## src/rtl/key_event_pkg.sv

```systemverilog
// Shared types and helpers for the key event front-end.
// Pure declarations: no latency, no flow control.
package key_event_pkg;

  typedef enum logic [2:0] {
    IDLE,
    DEB_PRESS,
    PRESSED,
    LONG,
    DEB_RELEASE
  } key_state_t;

  function automatic int unsigned ms_to_cycles(input int unsigned clk_hz, input int unsigned ms);
    return (clk_hz / 1000) * ms;
  endfunction

endpackage

```

## src/rtl/key_event_gen_if.sv

```systemverilog
// Raw button inputs and classified key events between board and watch logic.
// Wires only: no latency, no backpressure (events are fire-and-forget).
interface key_event_gen_if;
  logic key_raw_1;
  logic key_raw_2;
  logic key_first_1;
  logic key_first_2;
  logic key_long_1;
  logic key_long_2;

  modport master (
    output key_raw_1, key_raw_2,
    input  key_first_1, key_first_2, key_long_1, key_long_2
  );

  modport slave (
    input  key_raw_1, key_raw_2,
    output key_first_1, key_first_2, key_long_1, key_long_2
  );
endinterface

```

## src/rtl/key_channel.sv

```systemverilog
// One button: 2-flop sync, debounce FSM with ms counter, registered first/long events.
// Press latency 3 cycles + DEBOUNCE_MS (-1 tick); no backpressure, outputs free-running.
module key_channel
  import key_event_pkg::*;
#(
  parameter int DEBOUNCE_MS    = 20,
  parameter int LONG_MS        = 1000,
  parameter int KEY_ACTIVE_LOW = 1
) (
  input  logic clk,
  input  logic rst_n,
  input  logic key_raw,
  input  logic tick,
  output logic first,
  output logic long
);

  localparam int            CW       = $clog2(LONG_MS + 1);
  localparam logic [CW-1:0] DEB_CNT  = CW'(DEBOUNCE_MS);
  localparam logic [CW-1:0] LONG_CNT = CW'(LONG_MS);
  localparam logic [CW-1:0] CNT_MAX  = '1;
  localparam logic          RELEASED = (KEY_ACTIVE_LOW != 0);

  logic [1:0]    sync_q;
  logic          pressed;
  key_state_t    state_q, state_d;
  logic [CW-1:0] cnt_q, cnt_d, cnt_inc;
  logic          first_d, long_d;

  // Sync flops reset to the released level so reset never looks like a press.
  always_ff @(posedge clk) begin
    if (!rst_n) begin
      sync_q <= {2{RELEASED}};
    end else begin
      sync_q <= {sync_q[0], key_raw};
    end
  end

  assign pressed = (sync_q[1] != RELEASED);
  assign cnt_inc = (cnt_q == CNT_MAX) ? cnt_q : cnt_q + 1'b1;

  always_comb begin
    state_d = state_q;
    cnt_d   = cnt_q;
    case (state_q)
      IDLE: begin
        if (pressed) state_d = DEB_PRESS;
      end
      DEB_PRESS: begin
        if (!pressed) begin
          state_d = IDLE;
        end else if (tick) begin
          if (cnt_inc == DEB_CNT) state_d = PRESSED;
          else                    cnt_d   = cnt_inc;
        end
      end
      PRESSED: begin
        if (!pressed) begin
          state_d = DEB_RELEASE;
        end else if (tick) begin
          if (cnt_inc == LONG_CNT) state_d = LONG;
          else                     cnt_d   = cnt_inc;
        end
      end
      LONG: begin
        if (!pressed) state_d = DEB_RELEASE;
      end
      DEB_RELEASE: begin
        // A bounce back to pressed restarts the release window; it never re-arms a press.
        if (pressed) begin
          cnt_d = '0;
        end else if (tick) begin
          if (cnt_inc == DEB_CNT) state_d = IDLE;
          else                    cnt_d   = cnt_inc;
        end
      end
      default: state_d = IDLE;
    endcase

    if (state_d != state_q) cnt_d = '0;

    first_d = (state_q == DEB_PRESS) && (state_d == PRESSED);
    long_d  = (state_d == LONG);
  end

  always_ff @(posedge clk) begin
    if (!rst_n) begin
      state_q <= IDLE;
      cnt_q   <= '0;
      first   <= 1'b0;
      long    <= 1'b0;
    end else begin
      state_q <= state_d;
      cnt_q   <= cnt_d;
      first   <= first_d;
      long    <= long_d;
    end
  end

endmodule

```

## src/rtl/key_event_gen.sv

```systemverilog
// Two-key front-end: shared 1 ms tick prescaler feeding two independent key channels.
// Event latency is that of key_channel; no backpressure, both keys report without arbitration.
module key_event_gen
  import key_event_pkg::*;
#(
  parameter int IN_CLK_HZ      = 50_000_000,
  parameter int DEBOUNCE_MS    = 20,
  parameter int LONG_MS        = 1000,
  parameter int KEY_ACTIVE_LOW = 1
) (
  input  logic            clk,
  input  logic            rst_n,
  key_event_gen_if.slave  keys
);

  localparam int TICK_DIV = int'(ms_to_cycles(IN_CLK_HZ, 1));
  localparam int PW       = $clog2(TICK_DIV);

  if (LONG_MS <= DEBOUNCE_MS || DEBOUNCE_MS == 0) begin : g_bad_timing
    $error("key_event_gen: need DEBOUNCE_MS > 0 and LONG_MS > DEBOUNCE_MS");
  end
  if (TICK_DIV < 2) begin : g_bad_clk
    $error("key_event_gen: IN_CLK_HZ must give at least 2 cycles per ms");
  end

  logic [PW-1:0] presc_q;
  logic          tick;

  // Free-running, so the first ms after any press can be up to one tick short.
  assign tick = (presc_q == PW'(TICK_DIV - 1));

  always_ff @(posedge clk) begin
    if (!rst_n) begin
      presc_q <= '0;
    end else if (tick) begin
      presc_q <= '0;
    end else begin
      presc_q <= presc_q + 1'b1;
    end
  end

  key_channel #(
    .DEBOUNCE_MS   (DEBOUNCE_MS),
    .LONG_MS       (LONG_MS),
    .KEY_ACTIVE_LOW(KEY_ACTIVE_LOW)
  ) u_key_1 (
    .clk    (clk),
    .rst_n  (rst_n),
    .key_raw(keys.key_raw_1),
    .tick   (tick),
    .first  (keys.key_first_1),
    .long   (keys.key_long_1)
  );

  key_channel #(
    .DEBOUNCE_MS   (DEBOUNCE_MS),
    .LONG_MS       (LONG_MS),
    .KEY_ACTIVE_LOW(KEY_ACTIVE_LOW)
  ) u_key_2 (
    .clk    (clk),
    .rst_n  (rst_n),
    .key_raw(keys.key_raw_2),
    .tick   (tick),
    .first  (keys.key_first_2),
    .long   (keys.key_long_2)
  );

endmodule

```

## src/flat_wrapper.sv

```systemverilog
// flat-port wrapper written by rule: the top's interface ports become plain ports
module key_event_gen_flat import key_event_pkg::*;
#(
  parameter int IN_CLK_HZ      = 50_000_000,
  parameter int DEBOUNCE_MS    = 20,
  parameter int LONG_MS        = 1000,
  parameter int KEY_ACTIVE_LOW = 1
)
  (clk, rst_n, keys_key_raw_1, keys_key_raw_2, keys_key_first_1, keys_key_first_2, keys_key_long_1, keys_key_long_2);
  key_event_gen_if keys_i ();
  input  logic clk;
  input  logic rst_n;
  input wire logic [$bits(keys_i.key_raw_1)-1:0] keys_key_raw_1;
  input wire logic [$bits(keys_i.key_raw_2)-1:0] keys_key_raw_2;
  output wire logic [$bits(keys_i.key_first_1)-1:0] keys_key_first_1;
  output wire logic [$bits(keys_i.key_first_2)-1:0] keys_key_first_2;
  output wire logic [$bits(keys_i.key_long_1)-1:0] keys_key_long_1;
  output wire logic [$bits(keys_i.key_long_2)-1:0] keys_key_long_2;
  assign keys_i.key_raw_1 = keys_key_raw_1;
  assign keys_i.key_raw_2 = keys_key_raw_2;
  assign keys_key_first_1 = keys_i.key_first_1;
  assign keys_key_first_2 = keys_i.key_first_2;
  assign keys_key_long_1 = keys_i.key_long_1;
  assign keys_key_long_2 = keys_i.key_long_2;
  key_event_gen #(.IN_CLK_HZ(IN_CLK_HZ), .DEBOUNCE_MS(DEBOUNCE_MS), .LONG_MS(LONG_MS), .KEY_ACTIVE_LOW(KEY_ACTIVE_LOW)) u_core (.clk(clk), .rst_n(rst_n), .keys(keys_i));
endmodule
```

## config.mk

```make
export PLATFORM = sky130hd
export DESIGN_NAME = key_event_gen_flat
export DESIGN_NICKNAME = d
export VERILOG_FILES = /design/src/rtl/key_event_pkg.sv /design/src/rtl/key_event_gen_if.sv /design/src/rtl/key_channel.sv /design/src/rtl/key_event_gen.sv /design/src/flat_wrapper.sv
export SDC_FILE = /design/constraint.sdc
export NUM_CORES = 1
export LEC_CHECK = 0
export BUFFER_PORTS_ARGS = -buffer_cell sky130_fd_sc_hd__buf_2
export CAP_MARGIN = 5
export CORE_ASPECT_RATIO = 1.4
export CORE_MARGIN = 8
export CORE_UTILIZATION = 68
export CTS_CLUSTER_DIAMETER = 150
export DETAILED_ROUTE_END_ITERATION = 16
export PLACE_DENSITY_LB_ADDON = 0.1
export SLEW_MARGIN = 10
export SYNTH_ARGS = -nofsm -noshare
export SYNTH_HDL_FRONTEND = slang
export SYNTH_HIERARCHICAL = 1
export SYNTH_SLANG_ARGS = --single-unit
```

## constraint.sdc

```tcl
create_clock -name clk -period 6.4 [get_ports clk]
set_clock_uncertainty 0.1 [all_clocks]
set_input_delay 0.64 -clock clk [delete_from_list [all_inputs] [get_ports clk]]
set_output_delay 0.64 -clock clk [all_outputs]
set_load 0.03 [all_outputs]
```

Word level (Yosys, flattened, before mapping)
Index checks and enable logic that the tools add are counted.
Operators by class
  $add $sub $neg: 3
  $mul: 0
  div/mod/pow operators: 0
  $lt $le $gt $ge: 0
  equal/unequal tests: 29
  shift-type cells: 0
  multiplexer cells: 42
  bitwise gates (word level): 1
  reduce and logical (&&, ||, !) cells: 11
Operator list (number)
  $mux 10: 16
  $mux 3: 22
  $pmux 10 s3: 2
  $eq 10x10->1 const B: 4
  $pmux 3 s5: 2
  $eq 3x2->1 const B: 8
  $add 10x1->10 const B: 2
  $eq 10x5->1 const B: 2
  $add 16x1->16 const B: 1
  $eq 16x16->1 const B: 1
  $ne 2x2->1 const B: 6
  $reduce_and 5->1: 2
  $eq 3x1->1 const B: 2
  $eq 3x3->1 const B: 2
  $logic_not 3->1: 2
  $ne 3x3->1: 2
  $reduce_bool 3->1: 2
  $reduce_or 2->1: 3
  $ne 2x1->1 const B: 2
  $logic_and 1x1->1: 2
  $not 1->1: 1
Storage, ports and cells
  register bits after elaboration: 50
  bits in latches: 0
  RAM bits: 0
  bits in read-only memories: 0
  input port bits: 4
  logic and storage cells: 97
  memories kept: 0

Longest topological paths before layout
  word-level depth: 9
  depth in mapped cells: 11
  gate-level depth less buffers: 10

By module
The synthesis kept the hierarchy.
Modules (own cells, without submodules)
  key_channel at u_core.u_key_2: instances 1, cells an instance 166, area each 1277.5 um^2, seq. area each 340.3 um^2
  key_channel at u_core.u_key_1: instances 1, cells an instance 155, area each 1221.2 um^2, seq. area each 340.3 um^2
  key_event_gen: instances 1, cells an instance 80, area each 789.5 um^2, seq. area each 320.3 um^2

Worst setup path before layout
OpenSTA, ideal clock, no wires.
  kind: register to register
  from: register u_core.u_key_1.cnt_q[0]
  to: register u_core.u_key_1.cnt_q[4]
  setup time: 0.145 ns
  arrival time: 2.439 ns
  data required time: 6.155 ns
  setup slack: 3.716 ns
  cell stages (with the launch flop): 10
  buffers on the path: 1
  period minus slack after synthesis: 2.684 ns
  cells stage by stage: dfxtp_1 ha_1 buf_2 nand2_1 or3_1 a221o_1 a2111oi_2 o22ai_1 a41oi_1 a211oi_2
On the way
  cells in the longest elaborated chain, start to end: 9
  elaborated cells between the ends (all ways): 27
RTL lines
  start: declaration: RTL line key_channel.sv:27  | logic [CW-1:0] cnt_q, cnt_d, cnt_inc;
  start signal: assignment: RTL line key_channel.sv:94  | cnt_q <= cnt_d;
  $add 10x1->10 or $eq 10x10->1 (tied branches): RTL line key_channel.sv:40  | assign cnt_inc = (cnt_q == CNT_MAX) ? cnt_q : cnt_q + 1'b1;
  $mux 10 *: RTL line key_channel.sv:40
  $eq 10x5->1 or $eq 10x10->1 (tied branches): RTL line key_channel.sv:53, key_channel.sv:73, key_channel.sv:61
  $mux 3, on equally long branches: RTL line key_channel.sv:73, key_channel.sv:61, key_channel.sv:53
  $mux 3, on equally long branches: RTL line key_channel.sv:72, key_channel.sv:52, key_channel.sv:60
  $mux 3, on equally long branches: RTL line key_channel.sv:70, key_channel.sv:50, key_channel.sv:58
  $pmux 3 s5: RTL line key_channel.sv:45  | case (state_q)
  $ne 3x3->1: RTL line key_channel.sv:80  | if (state_d != state_q) cnt_d = '0;
  $reduce_or 2->1 (no line)
Every way passes the cells marked *; elsewhere a longest branch is shown, timed or not. The select of a mux whose other input is x is not followed.
A chain may end at the register's enable or synchronous reset.

Worst setup path after layout
  from: register u_core.u_key_1.cnt_q[0]
  to: register u_core.u_key_1.cnt_q[2]
Same word-level chain as after synthesis.

==> results.py <==
metrics = {
    "layout": {
        "diodes": 0,
        "fin_area_mm2": 0.00337,
        "fin_cells": 457,
        "syn2layout_area_growth_pct": 2.44,
        "fin_nets": 399,
        "drive_gt1_share_pct": 13.5,
    },
    "timing": {
        "fin_ws_ns": 3.23,
        "rsz0062_at_grt": "no",
        "setup_tns_ns": 0,
        "fmax_ghz": 0.315,
        "relSlewSlack_pct": 23.8,
        "setup_viol": 0,
        "slew_viol_final": 0,
        "finalCritPeriodShare_pct": 49.5,
        "finalCriticalPeriod_ns": 3.17,
        "worst_pin_slew_ns": 1.13,
        "hold_violations": 0,
    },
    "pwr": {
        "ir_worst_vdd_mv": 0.153,
        "seq_power_share_pct": 59.9,
        "power_density_mw_per_mm2": 158,
        "switching_share_pct": 24.5,
        "p_int_mw": 0.401,
        "p_sw_mw": 0.130,
        "p_clk_share_pct": 37.0,
        "comb_power_share_pct": 3.1,
        "leakage_nw": 1.06,
    },
    "die": {
        "initial_core_util_pct": 69.0,
        "ios": 8,
        "die_h_um": 98.3,
        "die_w_um": 74.8,
        "die_area_mm2": 0.00735,
        "core_area_mm2": 0.00477,
        "row_count": 30,
    },
    "route": {
        "totalWireLength_um": 7580,
        "post-route-drc-count": 0,
        "wl_per_cell_um": 16.6,
        "postRouteAntennaNets": 0,
        "initialDrtViolationCount": 143,
        "via_per_inst": 6.59,
        "dr.pass1.iters": 5,
        "num_vias": 3013,
    },
    "global_route": {
        "grt_use_total_pct": 21.1,
        "gr-total-overflow": 0,
        "grt_pass1_wl_um": 12600,
        "antenna_found_initial": 0,
        "grt_max_degree": 19,
        "grt_pass1_vias": 2808,
    },
    "placed_design": {
        "hpwl_um": 5650,
        "place_ws_ns": 3.24,
        "place.gp.congestion": 0.959,
        "portBuffers": 7,
        "dpl-instance-area_mm2": 0.00327,
        "dpl.cell_count": 449,
    },
    "run": {
        "cap_violations": 0,
    },
    "synth": {
        "ys_ff_latch": 50,
        "async_flop_share_pct": 0,
        "synth-edff-count": 0,
        "synth_area_leader_cell": "dfxtp_1",
        "syn_avg_cell_area_um2": 8.20,
        "ys_seq_area_share_pct": 30.4,
        "synthTopCellsByArea": "dfxtp_1, nand3_1, a21oi_1",
        "synth_common_cells": "dfxtp_1, nor2_1, nand3_1",
        "ys.flop_type": "dfxtp_1",
        "ys.warnings.count": 6,
        "synth_cell_types": 75,
        "synth_nets": 408,
        "yosysMostFrequentCell": "dfxtp_1",
        "netlist_area_mm2": 0.00329,
        "synth_top_area_share_pct": 30.4,
        "netlist_instances": 401,
    },
    "cts": {
        "post-cts-setup-buffer-count": 0,
        "cts-hold-fix-buffers": 0,
        "cts-resized-gates": 0,
        "clk_pin_slew_worst_paths_ns": 0.11,
        "cts_made_buffers": 5,
        "cts_tree": "built",
        "clk_latency_ns": 0.31,
        "h-tree-depth": 2,
        "cts-root-buf": "clkbuf_8",
        "cts.sinks": 50,
        "cts_buffer_depth": 2,
    },
    "setup_path": {
        "crit_family": "simple AND/OR/NAND/NOR gates",
        "max_stage_delay_ns": 0.61,
        "required_ns": 6.46,
        "cp.arrival_ns": 3.23,
        "path_class": "register to register",
        "crit_buf_inv": 0,
        "slowest_stage": "o41ai_4",
        "endpoint_kind": "register",
        "path_cells": "ha_1, and2_0, nand3_2, or3_1, a2111oi_2, nand2_1, o41ai_4, a211oi_1",
        "critPathMaxFanout": 10,
        "worstSetupStartpointType": "register",
    },
    "min_path": {
        "hold_path.class": "register to register",
    },
    "run_status": {
        "status": "finished, final reports clean",
    },
}
-- worst reg2reg max path, cell delays in order, from the launching register on --
cell       delay (ns)
dfxtp_1          0.42
ha_1             0.36
and2_0           0.34
nand3_2          0.19
or3_1            0.41
a2111oi_2        0.37
nand2_1          0.15
o41ai_4          0.61
a211oi_1         0.08
-- power groups by stage --
stage	Sequential, mW	Clock, mW	Combinational (mW)
2_1_floorplan	0.323	0	0.0142
3_3_place_gp	0.325	0	0.0161
3_5_place_dp	0.325	0	0.0166
4_1_cts	0.318	0.204	0.0166
5_1_grt	0.319	0.212	0.0180
6_report	0.318	0.196	0.0164
-- stage by stage --
step,total power [mW],util (%),hold WS (ns)
after detailed placement,0.342,68.6,0.296
after CTS,0.539,70.7,0.343
after global routing,0.549,70.7,0.363
final,0.531,70.7,0.340
after floorplan,0.337,-,0.286
after global placement,0.341,68.6,0.298
-- metal layers --
layer  GRT usage (%)  part of all wire [%]
met1            23.4                    41
met3            4.00                   3.9
met4            9.70                   2.9
met5               0                     0
met2            36.5                    53
-- layout make-up --
| class | instances | area, µm² |
|---|---|---|
| clock buffers | 5 | 68.8 |
| clock inverters | 3 | 28.8 |
| well taps | 64 | 80.1 |
| flip-flops and latches | 50 | 1000 |
| multi-input cells | 313 | 2100 |
| inverters | 15 | 56.3 |
| fillers | 424 | 1400 |
| repair buffers | 7 | 35.0 |
-- worst paths after layout --
check / startpoint / end / slack, ns / depth (start not counted)
max: u_core/u_key_1/cnt_q[0] / u_core/u_key_1/cnt_q[2] / 3.23 / 8
max reg2reg: u_core/u_key_1/cnt_q[0] / u_core/u_key_1/cnt_q[2] / 3.23 / 8
min: u_core/u_key_1/sync_q[0] / u_core/u_key_1/sync_q[1] / 0.34 / 1
min reg2reg: u_core/u_key_1/sync_q[0] / u_core/u_key_1/sync_q[1] / 0.34 / 1
-- registers in the layout, indices dropped and copies added (netlist names) --
| name | flops |
|---|---|
| u_core/presc_q | 16 |
| u_core/u_key_2/first | 1 |
| u_core/u_key_2/state_q | 3 |
| u_core/u_key_1/cnt_q | 10 |
| u_core/u_key_1/sync_q | 2 |
| u_core/u_key_1/long | 1 |
| u_core/u_key_1/state_q | 3 |
| u_core/u_key_1/first | 1 |
| u_core/u_key_2/sync_q | 2 |
| u_core/u_key_2/cnt_q | 10 |
| u_core/u_key_2/long | 1 |
-- cell usage in the layout (no fill, tap or decap), types with 8 or more instances in the layout --
cell / synthesis / final
nor2_1: 32 / 32
dfxtp_1: 50 / 50
nand4_1: 10 / 10
nand2b_1: 8 / 8
o31ai_1: 8 / 8
nor3_1: 14 / 14
nand3_1: 30 / 30
xnor2_1: 13 / 13
a211oi_1: 8 / 8
a21oi_1: 27 / 27
o21ai_0: 16 / 16
nand2_1: 27 / 27
a31oi_1: 11 / 11
inv_1: 15 / 15
-- cell families after synthesis --
group	Yosys count	synth area share, %
flops	50	30.4
buf+inv	38	5.75
compound gates	104	22.7
simple gates	184	34.0
fa+ha+maj	3	1.14
mux	2	0.647
xor+xnor	20	5.33
Power figures use the tool's default switching activity.
